--- src/rtl/mem_arb_pkg.sv ---
`default_nettype none
// +--------------------------------------------------------------------------+
// | Module   : mem_arb_pkg                                                   |
// | Purpose  : Shared constants for the two-port datamemory arbiter: FSM     |
// |            state encodings and requester port identifiers.               |
// | Revision : 1.0  initial release                                          |
// +--------------------------------------------------------------------------+
package mem_arb_pkg;

  // FSM state encoding (IDLE -> ACCESS -> RESP -> IDLE)
  typedef logic [1:0] state_t;
  localparam state_t IDLE   = 2'd0;
  localparam state_t ACCESS = 2'd1;
  localparam state_t RESP   = 2'd2;

  // Requester identifiers: port 0 = L2 miss path, port 1 = I-side refill
  localparam logic PORT0 = 1'b0;
  localparam logic PORT1 = 1'b1;

endpackage : mem_arb_pkg
`default_nettype wire

--- src/rtl/mem_arbiter_rr_pick2.sv ---
`default_nettype none
// +--------------------------------------------------------------------------+
// | Module   : rr_pick2                                                      |
// | Purpose  : Combinational two-way round-robin pick. A lone requester wins;|
// |            on a conflict the port that did not win last time is chosen.  |
// | Revision : 1.0  initial release                                          |
// +--------------------------------------------------------------------------+
module rr_pick2
  import mem_arb_pkg::*;
(
  input  logic v0,
  input  logic v1,
  input  logic last_grant,
  output logic gnt_valid,
  output logic gnt_id
);

  // Pick a winner from the current cycle's valids only
  always_comb begin
    gnt_valid = v0 | v1;
    if (v0 && v1) begin
      gnt_id = ~last_grant;
    end else if (v1) begin
      gnt_id = PORT1;
    end else begin
      gnt_id = PORT0;
    end
  end

endmodule : rr_pick2
`default_nettype wire

--- src/rtl/mem_arbiter.sv ---
`default_nettype none
// +--------------------------------------------------------------------------+
// | Module   : mem_arbiter                                                   |
// | Purpose  : Shares one non-pipelined datamemory port between the L2 miss  |
// |            path (port 0) and the I-side refill path (port 1) with a      |
// |            round-robin grant and a fixed MEM_LAT access latency.         |
// | Options  : MEM_ARB_PERF_EN adds saturating grant/conflict counters.      |
// | Revision : 1.0  initial release                                          |
// +--------------------------------------------------------------------------+
module mem_arbiter
  import mem_arb_pkg::*;
#(
  parameter int ADDR_W  = 32,
  parameter int DATA_W  = 32,
  parameter int MEM_LAT = 2
) (
  input  logic              clk,
  input  logic              rst,          // asynchronous, active low
  input  logic              req0_valid,
  input  logic              req0_we,
  input  logic [ADDR_W-1:0] req0_addr,
  input  logic [DATA_W-1:0] req0_wdata,
  output logic              req0_ready,
  output logic              req0_rvalid,
  output logic [DATA_W-1:0] req0_rdata,
  input  logic              req1_valid,
  input  logic              req1_we,
  input  logic [ADDR_W-1:0] req1_addr,
  input  logic [DATA_W-1:0] req1_wdata,
  output logic              req1_ready,
  output logic              req1_rvalid,
  output logic [DATA_W-1:0] req1_rdata,
  output logic [ADDR_W-1:0] mem_addr,
  output logic [DATA_W-1:0] mem_id,
  output logic              mem_w,
  output logic              mem_r,
  input  logic [DATA_W-1:0] mem_od
`ifdef MEM_ARB_PERF_EN
  ,
  output logic [31:0]       perf_grant0,
  output logic [31:0]       perf_grant1,
  output logic [31:0]       perf_conflict
`endif
);

  localparam int CNT_W = $clog2(MEM_LAT + 1);

  state_t              state_q, state_d;
  logic [CNT_W-1:0]    cnt_q, cnt_d;
  logic                last_grant_q, last_grant_d;
  logic                id_q, id_d;
  logic                we_q, we_d;
  logic [ADDR_W-1:0]   addr_q, addr_d;
  logic [DATA_W-1:0]   wdata_q, wdata_d;
  logic [DATA_W-1:0]   rdata_q, rdata_d;

  logic gnt_valid;
  logic gnt_id;
  logic accept;
  logic in_access;
  logic in_resp;

  rr_pick2 u_pick (
    .v0         (req0_valid),
    .v1         (req1_valid),
    .last_grant (last_grant_q),
    .gnt_valid  (gnt_valid),
    .gnt_id     (gnt_id)
  );

  assign accept    = (state_q == IDLE) && gnt_valid;
  assign in_access = (state_q == ACCESS);
  assign in_resp   = (state_q == RESP);

  // Next-state, request latching and latency countdown
  always_comb begin
    state_d      = state_q;
    cnt_d        = cnt_q;
    last_grant_d = last_grant_q;
    id_d         = id_q;
    we_d         = we_q;
    addr_d       = addr_q;
    wdata_d      = wdata_q;
    rdata_d      = rdata_q;
    case (state_q)
      IDLE: begin
        if (gnt_valid) begin
          id_d         = gnt_id;
          last_grant_d = gnt_id;
          we_d         = (gnt_id == PORT1) ? req1_we    : req0_we;
          addr_d       = (gnt_id == PORT1) ? req1_addr  : req0_addr;
          wdata_d      = (gnt_id == PORT1) ? req1_wdata : req0_wdata;
          cnt_d        = CNT_W'(MEM_LAT - 1);
          state_d      = ACCESS;
        end
      end
      ACCESS: begin
        if (cnt_q == '0) begin
          rdata_d = we_q ? '0 : mem_od;
          state_d = RESP;
        end else begin
          cnt_d = cnt_q - 1'b1;
        end
      end
      RESP: begin
        state_d = IDLE;
      end
      default: begin
        state_d = IDLE;
      end
    endcase
  end

  // State and latch registers; reset drops any in-flight transaction
  always_ff @(posedge clk or negedge rst) begin
    if (!rst) begin
      state_q      <= IDLE;
      cnt_q        <= '0;
      last_grant_q <= PORT1;
      id_q         <= PORT0;
      we_q         <= 1'b0;
      addr_q       <= '0;
      wdata_q      <= '0;
      rdata_q      <= '0;
    end else begin
      state_q      <= state_d;
      cnt_q        <= cnt_d;
      last_grant_q <= last_grant_d;
      id_q         <= id_d;
      we_q         <= we_d;
      addr_q       <= addr_d;
      wdata_q      <= wdata_d;
      rdata_q      <= rdata_d;
    end
  end

  // Requester-facing handshakes; ready is masked while reset is held so
  // every output reads 0 without waiting for a clock
  always_comb begin
    req0_ready  = rst && accept && (gnt_id == PORT0);
    req1_ready  = rst && accept && (gnt_id == PORT1);
    req0_rvalid = in_resp && (id_q == PORT0);
    req1_rvalid = in_resp && (id_q == PORT1);
    req0_rdata  = req0_rvalid ? rdata_q : '0;
    req1_rdata  = req1_rvalid ? rdata_q : '0;
  end

  // Memory-side drive, only active during ACCESS
  always_comb begin
    mem_addr = in_access ? addr_q : '0;
    mem_w    = in_access && we_q;
    mem_r    = in_access && !we_q;
    mem_id   = (in_access && we_q) ? wdata_q : '0;
  end

`ifdef MEM_ARB_PERF_EN
  logic [31:0] perf_grant0_q, perf_grant0_d;
  logic [31:0] perf_grant1_q, perf_grant1_d;
  logic [31:0] perf_conflict_q, perf_conflict_d;

  // Saturating grant and conflict counters
  always_comb begin
    perf_grant0_d   = perf_grant0_q;
    perf_grant1_d   = perf_grant1_q;
    perf_conflict_d = perf_conflict_q;
    if (accept && (gnt_id == PORT0) && (perf_grant0_q != '1)) begin
      perf_grant0_d = perf_grant0_q + 32'd1;
    end
    if (accept && (gnt_id == PORT1) && (perf_grant1_q != '1)) begin
      perf_grant1_d = perf_grant1_q + 32'd1;
    end
    if ((state_q == IDLE) && req0_valid && req1_valid && (perf_conflict_q != '1)) begin
      perf_conflict_d = perf_conflict_q + 32'd1;
    end
  end

  // Counter registers
  always_ff @(posedge clk or negedge rst) begin
    if (!rst) begin
      perf_grant0_q   <= '0;
      perf_grant1_q   <= '0;
      perf_conflict_q <= '0;
    end else begin
      perf_grant0_q   <= perf_grant0_d;
      perf_grant1_q   <= perf_grant1_d;
      perf_conflict_q <= perf_conflict_d;
    end
  end

  assign perf_grant0   = perf_grant0_q;
  assign perf_grant1   = perf_grant1_q;
  assign perf_conflict = perf_conflict_q;
`endif

endmodule : mem_arbiter
`default_nettype wire

--- config.mk ---
export PLATFORM = sky130hd
export DESIGN_NAME = mem_arbiter
export DESIGN_NICKNAME = d
export VERILOG_FILES = /design/src/rtl/mem_arb_pkg.sv /design/src/rtl/mem_arbiter_rr_pick2.sv /design/src/rtl/mem_arbiter.sv
export SDC_FILE = /design/constraint.sdc
export NUM_CORES = 1
export LEC_CHECK = 0
export ABC_AREA = 1
export BUFFER_PORTS_ARGS = -buffer_cell sky130_fd_sc_hd__buf_2
export CAP_MARGIN = 20
export CORE_ASPECT_RATIO = 0.7
export CORE_UTILIZATION = 34
export CTS_CLUSTER_DIAMETER = 50
export DETAILED_ROUTE_END_ITERATION = 16
export GPL_ROUTABILITY_DRIVEN = 1
export MAX_ROUTING_LAYER = met4
export PLACE_DENSITY_LB_ADDON = 0.2
export SLEW_MARGIN = 20
export SYNTH_ARGS = -nofsm -noshare
export SYNTH_HDL_FRONTEND = slang
export SYNTH_SLANG_ARGS = --single-unit
--- constraint.sdc ---
create_clock -name clk -period 1.8 [get_ports clk]
set_input_delay 0.18 -clock clk [delete_from_list [all_inputs] [get_ports clk]]
set_output_delay 0.18 -clock clk [all_outputs]
set_load 0.01 [all_outputs]
## Yosys cells after proc, flatten, opt, wreduce, memory -nomap -nowiden

Cells that the tools add are included.

| word-level totals | value |
|---|---|
| output and inout bits | 134 |
| memory bits (writable) | 0 |
| bits in registers | 103 |
| latch bits | 0 |
| memories | 0 |
| input port bits | 166 |
| bits in read-only memories | 0 |

| cells by class | value |
|---|---|
| $add $sub $neg | 1 |
| reduce and logical (&&, ||, !) cells | 17 |
| bitwise operators | 4 |
| eq/ne operators | 5 |
| muxes and demuxes | 15 |
| $lt $le $gt $ge | 0 |
| divide/modulo/power cells | 0 |
| shift operators | 0 |
| $mul | 0 |

Operators by type and width:

| kind | count |
|---|---|
| 2-to-1 mux 32 bit | 7 |
| logical AND 1 bit | 9 |
| case mux 2 bit (2 select lines) | 2 |
| 2-to-1 mux 2 bit | 3 |
| AND reduction 2 bit | 3 |
| zero test 2 bit | 2 |
| inequality test 2 bit (second input constant) | 2 |
| 2-to-1 mux 1 bit | 3 |
| inverter 1 bit | 3 |
| AND reduction 3 bit | 1 |
| equality test 2 x 1 -> 1 bit (second input constant) | 1 |
| equality test 2 bit (second input constant) | 1 |
| inequality test 2 x 1 -> 1 bit (second input constant) | 1 |
| nonzero test 2 bit | 1 |
| subtractor 2 x 1 -> 2 bit (second input constant) | 1 |
| zero test 1 bit | 1 |
| bitwise OR 1 bit | 1 |

## Logic depth before layout (Yosys ltp)

Gate-level depths: netlist of the first run.

| depth | value |
|---|---|
| depth after elaboration | 4 |
| depth in mapped cells | 7 |
| mapped depth without buffers | 7 |

## Modules after synthesis

From an unflattened synthesis of the first run, not the netlist that was laid out.

| unflattened totals | value |
|---|---|
| cell total of the unflattened synthesis | 908 |
| area, all modules | 5,955.7 µm² |

Modules (own cells, without submodules):

| module | area an instance (µm²) | cells an instance | seq. area each (µm²) | instances |
|---|---|---|---|---|
| mem_arbiter | 5,940.7 | 905 | 2,578.7 | 1 |
| rr_pick2 | 15.0 | 3 | 0.0 | 1 |

## Worst setup path before layout of the first run

OpenSTA, ideal clock, no wires.

| path | value |
|---|---|
| kind | register to output |
| start | reg last_grant_q |
| end | out req0_ready |
| arrival | 1,169 ps |
| path buffers | 1 |
| slack | 451 ps |
| required time | 1,620 ps |
| stages on the path, launching flop included | 6 |
| cells stage by stage | dfstp_2 nand2_1 nand2_1 buf_2 inv_1 nor3_1 |

| between the ends | value |
|---|---|
| word-level cells in the longest chain between the ends | 4 |

RTL lines:

| what | line | RTL |
|---|---|---|
| start: declaration | mem_arbiter.sv:50 | `logic last_grant_q, last_grant_d;` |
| start signal: assignment | mem_arbiter.sv:128 | `last_grant_q <= last_grant_d;` |
| inverter 1 bit | mem_arbiter_rr_pick2.sv:22 | `gnt_id = ~last_grant;` |
| 2-to-1 mux 1 bit | mem_arbiter_rr_pick2.sv:21 | `if (v0 && v1) begin` |
| inverter 1 bit | mem_arbiter.sv:140 | `req0_ready = rst && accept && (gnt_id == PORT0);` |
| logical AND 1 bit | mem_arbiter.sv:140 |  |
| end: declaration | mem_arbiter.sv:23 | `output logic req0_ready,` |

No other way between the ends.

## Worst setup path after layout of the first run

| path | value |
|---|---|
| start | reg state_q[0] |
| end | out mem_addr[28] |

| between the ends | value |
|---|---|
| word-level cells in the longest chain between the ends | 2 |

RTL lines:

| what | line | RTL |
|---|---|---|
| start: declaration | mem_arbiter.sv:48 | `state_t state_q, state_d;` |
| start signal: assignment | mem_arbiter.sv:126 | `state_q <= state_d;` |
| equality test 2 x 1 -> 1 bit | mem_arbiter.sv:72 | `assign in_access = (state_q == ACCESS);` |
| 2-to-1 mux 32 bit | mem_arbiter.sv:150 | `mem_addr = in_access ? addr_q : '0;` |
| end: declaration | mem_arbiter.sv:33 | `output logic [ADDR_W-1:0] mem_addr,` |

No other way between the ends.

==> flow_metrics.py, run 1 <==
metrics = {
    "clock_tree": {
        "clk_pin_slew_worst_paths_ns": 0.08,
        "numCtsBuffers": 9,
        "root_buffer": "clkbuf_16",
        "htree_levels": 3,
        "clk_latency_ns": 0.34,
        "cts.sinks": 103,
        "cts_buffer_depth": 2,
        "cts_tree": "yes",
    },
    "detailed_routing": {
        "detail_route.wl_per_cell_um": 11.8,
        "drt_iter0_drc": 401,
        "ant_nets": 0,
        "firstDrtPassIters": 5,
        "drc_errors": 0,
        "via_per_inst": 4.26,
        "wirelength_um": 17700,
        "dr_total_vias": 6375,
    },
    "synth": {
        "syn_area_mm2": 0.00625,
        "ys_seq_elements": 103,
        "synth_top_area_share": 0.408,
        "avgSynthCellArea_um2": 6.37,
        "netlist-cell-type-count": 19,
        "yosysWarnings": 0,
        "synthTopCellsByArea": "dfrtp_1, nand2_1, inv_1",
        "yosysTopAreaCell": "dfrtp_1",
        "syn_nets": 1149,
        "syn_inst": 982,
        "yosysSeqAreaShare": 0.412,
    },
    "worst_setup_path": {
        "arrival_ns": 1.53,
        "critPathLaunchType": "register",
        "critPathSlowestCell": "dfrtp_1",
        "endpoint_kind": "output pin",
        "worstPathRequired_ns": 1.62,
        "cp_slowest_stage_delay_ns": 0.38,
        "crit_fanout": 10,
        "crit_type": "reg2out",
        "path_cells": "inv_2, nor2_4, inv_1, buf_4, nor2_1, buf_2",
    },
    "sta": {
        "fin_crit_sh": 0.953,
        "period_minus_slack_ns": 1.71,
        "setup_tns_ns": 0,
        "hold_violations": 0,
        "setup_viol": 0,
        "max_freq_mhz": 583,
        "slew_headroom": 0.585,
        "worstMarginPinSlew_ns": 0.623,
        "skew_ns": 0.00911,
        "slew_viol_final": 0,
    },
    "placement": {
        "port_buffers": 299,
        "dp_hpwl_um": 12600,
        "dp_cells": 1476,
        "place_congestion": 0.845,
        "placed_area_mm2": 0.00792,
    },
    "global_route": {
        "grt_pass1_wl_um": 27700,
        "grt_pass1_vias": 5619,
        "track_usage": 0.191,
        "grt_max_degree": 104,
        "antenna_found_initial": 1,
        "grt_overflow": 0,
    },
    "die": {
        "start_util": 0.347,
        "dieHeight_um": 115,
        "core_mm2": 0.0180,
        "die_area_mm2": 0.0189,
        "rows": 41,
        "ioPinCount": 300,
        "die_w_um": 164,
    },
    "job": {
        "cap_violations": 0,
    },
    "final_layout": {
        "fin_util": 0.461,
        "area_delta_synth_final_pct": 32.7,
        "drive_gt1_frac": 0.282,
        "nNetsFinal": 1420,
        "instances_no_fill": 1495,
        "layout_common_cells": "buf_2, nand2_1, inv_1",
        "final_common_cell": "buf_2",
        "fillers": 1965,
        "finish.instance_area_mm2": 0.00829,
    },
    "power": {
        "finalPower_mw": 12.0,
        "p_leak_nw": 5.38,
        "cellPowerDensity_mw_per_mm2": 1450,
        "vdd_drop_max_mv": 0.667,
    },
    "hold_path": {
        "hold_class": "in2reg",
    },
    "outcome": {
        "outcome": "completed",
    },
}
## metal layers
layer	share of wire	GRT usage	vias up	wire [um]
li1	-	-	3379	-
met4	0.0047	0.0333	0	83
met5	0	-	-	0
met3	0.064	0.0358	9	1130
met2	0.45	0.298	218	7890
met1	0.49	0.260	2769	8580
## flip-flops by register name (all words and copies together) (netlist names)
signal,count
addr_q,32
rdata_q,32
wdata_q,32
cnt_q,2
state_q,2
id_q,1
last_grant_q,1
we_q,1
## power by group
part           switching [mW]  internal, mW  total, mW
sequential              0.584          3.43       4.01
clock                   0.918          1.29       2.20
combinational            3.75          2.05       5.80
## logic make-up after synthesis
family	Yosys count	share of synthesized area
AO/OA/AOI/OAI	33	0.0342
adder cells (fa/ha/maj)	1	0.00200
buffers and inverters	300	0.196
flip-flops	103	0.412
AND/OR/NAND/NOR	545	0.356
## per-stage QoR
stage	worst slack (ns)	hold WS, ns
after floorplan	0.451	-0.116
after global placement	0.412	0.346
after detailed placement	0.380	0.339
after CTS	0.0394	0.0646
after global routing	-0.00124	0.0624
final	0.0852	0.0796
## path summary, 6_finish.rpt
check | startpoint | end | slack [ns] | depth (start not counted)
worst max-delay path | state_q[0]$_DFFE_PN0P_ | mem_addr[28] | 0.09 | 6
worst min-delay path | mem_od[5] | rdata_q[5]$_DFFE_PN0P_ | 0.08 | 3
worst max register to register | state_q[1]$_DFFE_PN0P_ | addr_q[28]$_DFFE_PN0P_ | 0.39 | 6
worst min register to register | last_grant_q$_DFFE_PN1P_ | last_grant_q$_DFFE_PN1P_ | 0.48 | 2
max in group asynchronous | rst | wdata_q[19]$_DFFE_PN0P_ | 0.83 | 3
min in group asynchronous | rst | addr_q[0]$_DFFE_PN0P_ | 0.43 | 3
## cell usage after synthesis (all sizes together)
cell / count
clkbuf: 18
dfrtp: 102
o21ai: 33
nor3: 1
inv: 243
dfstp: 1
nand3: 134
nand4: 1
ha: 1
nor2: 134
nand2: 275
buf: 39
## worst max-delay path: cells and delay by family (launching register included)
family	cells	cell delay, ns
AND/OR/NAND/NOR	2	0.30
buffers and inverters	4	0.51
flip-flops	1	0.38
## final cells by class
type / count / area (um^2) / area share
flip-flops and latches: 103 / 2580 / 0.311
multi-input cells: 579 / 2470 / 0.298
repair buffers: 317 / 1690 / 0.204
inverters: 243 / 912 / 0.110
well taps: 236 / 295 / 0.0356
clock buffers: 10 / 239 / 0.0288
clock inverters: 6 / 100 / 0.0121
diodes: 1 / 2.50 / 0.000302
## timing repair
item | in CTS | in global routing
setup endpoints to repair | 6 | 52
pin swaps | 0 | 1
gates resized for setup | 1 | 4
hold buffers | 1 | 0
cloned | 0 | 0
setup buffers | 0 | 1
endpoints found under the hold margin | 102 | 0
No activity file was read; power rests on OpenSTA's default activity.
==> run 2, diff against run 1 <==
ABC_AREA = default   (was 1)
SLEW_MARGIN = default   (was 20)
==> run 2 against run 1 <==
Net effect:
- register-to-register slack lost 0.07 ns
- synthesized cell count fell by 31%
- first-iteration DRC count fell by 28%
- clock skew rose by 0.0024 ns
- sequential share of layout area is 2.1 points higher
- routed wire length increased by 2.8%
- highest routed layer unchanged
- die area shrank 10%
- clock power fell by 13%
- final cell count shrank 22%
- synthesized area is 10% lower
- flip-flop and latch count unchanged
- clock-buffer cell count grew 2
==> flow_metrics.py, run 2 <==
metrics = {
    "sta": {
        "setup_viol": 0,
        "skew_ns": 0.0115,
        "worstMarginPinSlew_ns": 0.642,
        "setup_slack_ns": 0.0516,
        "period_minus_slack_ns": 1.75,
        "rsz0062_at_grt": "yes",
        "hold_violations": 0,
        "slew_viol_final": 0,
        "slew_headroom": 0.572,
        "max_freq_mhz": 572,
        "fin_crit_sh": 0.971,
        "setup_tns_ns": 0,
    },
    "detailed_routing": {
        "firstDrtPassIters": 5,
        "drt_iter0_drc": 289,
        "drc_errors": 0,
        "wirelength_um": 18200,
        "via_per_inst": 4.88,
        "dr_total_vias": 5726,
        "ant_nets": 0,
        "detail_route.wl_per_cell_um": 15.5,
    },
    "worst_setup_path": {
        "critPathLaunchType": "register",
        "path_cells": "nor2b_4, buf_12, and3_1, buf_2",
        "endpoint_kind": "output pin",
        "cpLargestDelayFamily": "flip-flops",
        "arrival_ns": 1.57,
        "reg2regPathDepth": 5,
        "r2r_setup_slack_ns": 0.32,
        "crit_type": "reg2out",
        "cp_slowest_stage_delay_ns": 0.44,
        "crit_fanout": 54,
        "worst-path-buf-inv": 2,
        "worstPathRequired_ns": 1.62,
        "critPathSlowestCell": "dfrtp_2",
        "r2r-end": "addr_q[19]$_DFFE_PN0P_",
        "reg2reg_from": "last_grant_q$_DFFE_PN1P_",
    },
    "clock_tree": {
        "clk_latency_ns": 0.34,
        "cts_tree": "yes",
        "root_buffer": "clkbuf_16",
        "numCtsBuffers": 9,
        "htree_levels": 3,
        "clk_pin_slew_worst_paths_ns": 0.07,
        "cts_buffer_depth": 2,
        "cts.sinks": 103,
    },
    "placement": {
        "dp_hpwl_um": 12300,
        "place_congestion": 0.807,
        "port_buffers": 299,
        "post-place-ws_ns": 0.221,
    },
    "job": {
        "cap_violations": 0,
    },
    "synth": {
        "avgSynthCellArea_um2": 8.28,
        "yosysWarnings": 0,
        "yosysMostFrequentCell": "nand2_1",
        "synthXorXnorAreaFrac": 0,
        "synthAdderAreaFrac": 0.00223,
        "netlist-cell-type-count": 28,
        "synthTopCellsByArea": "dfrtp_1, and2_1, nand2_1",
        "yosysSeqAreaShare": 0.459,
        "synth_edf_count": 0,
        "ys_seq_elements": 103,
        "synthSimpleGateAreaFrac": 0.303,
        "ys_top_cells_by_count": "nand2_1, dfrtp_1, and2_1, a21oi_1, a31oi_1",
        "synth_compound_gate_area_share": 0.179,
        "synth_top_area_share": 0.455,
        "syn_area_mm2": 0.00561,
        "synth_top_family_by_area": "simple AND/OR/NAND/NOR gates",
        "yosysTopAreaCell": "dfrtp_1",
        "muxShareOfSynthArea": 0.00401,
        "async_flop_share": 1.00,
        "synth-main-ff-cell": "dfrtp_1",
        "syn_nets": 845,
        "syn_inst": 678,
    },
    "final_layout": {
        "fillers": 1605,
        "final_common_cell": "buf_2",
        "multiInputGateArea_mm2": 0.00278,
        "top_regs": "addr_q (32), rdata_q (32), wdata_q (32)",
        "seqCellArea_mm2": 0.00258,
        "layout_common_cells": "buf_2, nand2_1, dfrtp_1",
        "nNetsFinal": 1114,
        "drive_gt1_frac": 0.378,
        "area_delta_synth_final_pct": 38.6,
    },
    "hold_path": {
        "hold_start": "req0_addr[0]",
        "holdPathEnd": "addr_q[0]$_DFFE_PN0P_",
        "hold_class": "in2reg",
        "min_path_cells": 3,
    },
    "die": {
        "ioPinCount": 300,
        "core_mm2": 0.0158,
        "die_area_mm2": 0.0170,
        "rows": 38,
        "die_w_um": 156,
        "start_util": 0.355,
        "dieHeight_um": 110,
    },
    "global_route": {
        "grt_overflow": 0,
        "grt_max_degree": 104,
        "track_usage": 0.213,
        "antenna_found_initial": 0,
        "grt_pass1_wl_um": 27500,
        "grt_pass1_vias": 5309,
    },
    "power": {
        "p_leak_nw": 4.08,
        "cellPowerDensity_mw_per_mm2": 1570,
        "vdd_drop_max_mv": 0.753,
        "finalPower_mw": 12.2,
    },
    "outcome": {
        "outcome": "completed",
    },
}
[run 2: kinds of logic after synthesis]
logic type,Yosys count
compound gates,167
fa+ha+maj,1
buf+inv,68
flops,103
mux,2
simple gates,337
[run 2: final cells by class]
type	count	share of cell area
antenna	1	0.000322
clock buffer	12	0.0330
clock inverter	4	0.00386
multi-input combinational	507	0.358
inverter	4	0.00193
tap	220	0.0354
timing repair buffer	322	0.236
sequential	103	0.332
[run 2: worst reg2reg max path: stages (launching register included)]
cell and delay (ns):
dfstp_2 0.58, a21bo_4 0.16, buf_4 0.14, bufbuf_16 0.31, nand2_1 0.07, a31oi_1 0.15
[run 2: metrics by stage]
step                      hold slack [ns]   util  area, um^2  instances
after floorplan                    -0.116      -        5610        678
after global placement              0.345  0.466        7380       1152
after detailed placement            0.334  0.466        7380       1152
after CTS                          0.0659  0.488        7720       1170
after global routing               0.0744  0.491        7780       1172
final                              0.0794  0.491        7780       1173
[run 2: where the power goes]
group / switching (mW) / total [mW] / internal, mW
registers: 0.654 / 4.12 / 3.46
clock network: 0.890 / 1.91 / 1.02
logic: 3.50 / 6.20 / 2.70
[run 2: routing by layer]
layer	routed length, um	part of all wire	track usage	vias up
met1	8330	0.46	0.281	2665
li1	-	-	-	2810
met2	8410	0.46	0.335	239
met5	0	0	-	-
met3	1240	0.068	0.0438	12
met4	199	0.011	0.0497	0
[run 2: how the worst max path moves through the flow]
stage	depth (start not counted)	to	start
4_1_cts	4	req0_ready	last_grant_q$_DFFE_PN1P_
3_3_place_gp	5	last_grant_q$_DFFE_PN1P_	req0_valid
2_1_floorplan	4	req0_ready	last_grant_q$_DFFE_PN1P_
5_1_grt	4	mem_id[6]	state_q[0]$_DFFE_PN0P_
3_5_place_dp	5	last_grant_q$_DFFE_PN1P_	req0_valid
6_report	4	mem_id[5]	state_q[0]$_DFFE_PN0P_
[run 2: repair_timing]
| item | 4_1_cts | 5_1_grt |
|---|---|---|
| resized for setup | 5 | 6 |
| pin swaps | 0 | 1 |
| buffers inserted | 0 | 1 |
| hold endpoints to repair | 102 | 0 |
| setup endpoints to repair | 79 | 46 |
| gates cloned | 1 | 1 |
| hold buffers | 1 | 0 |
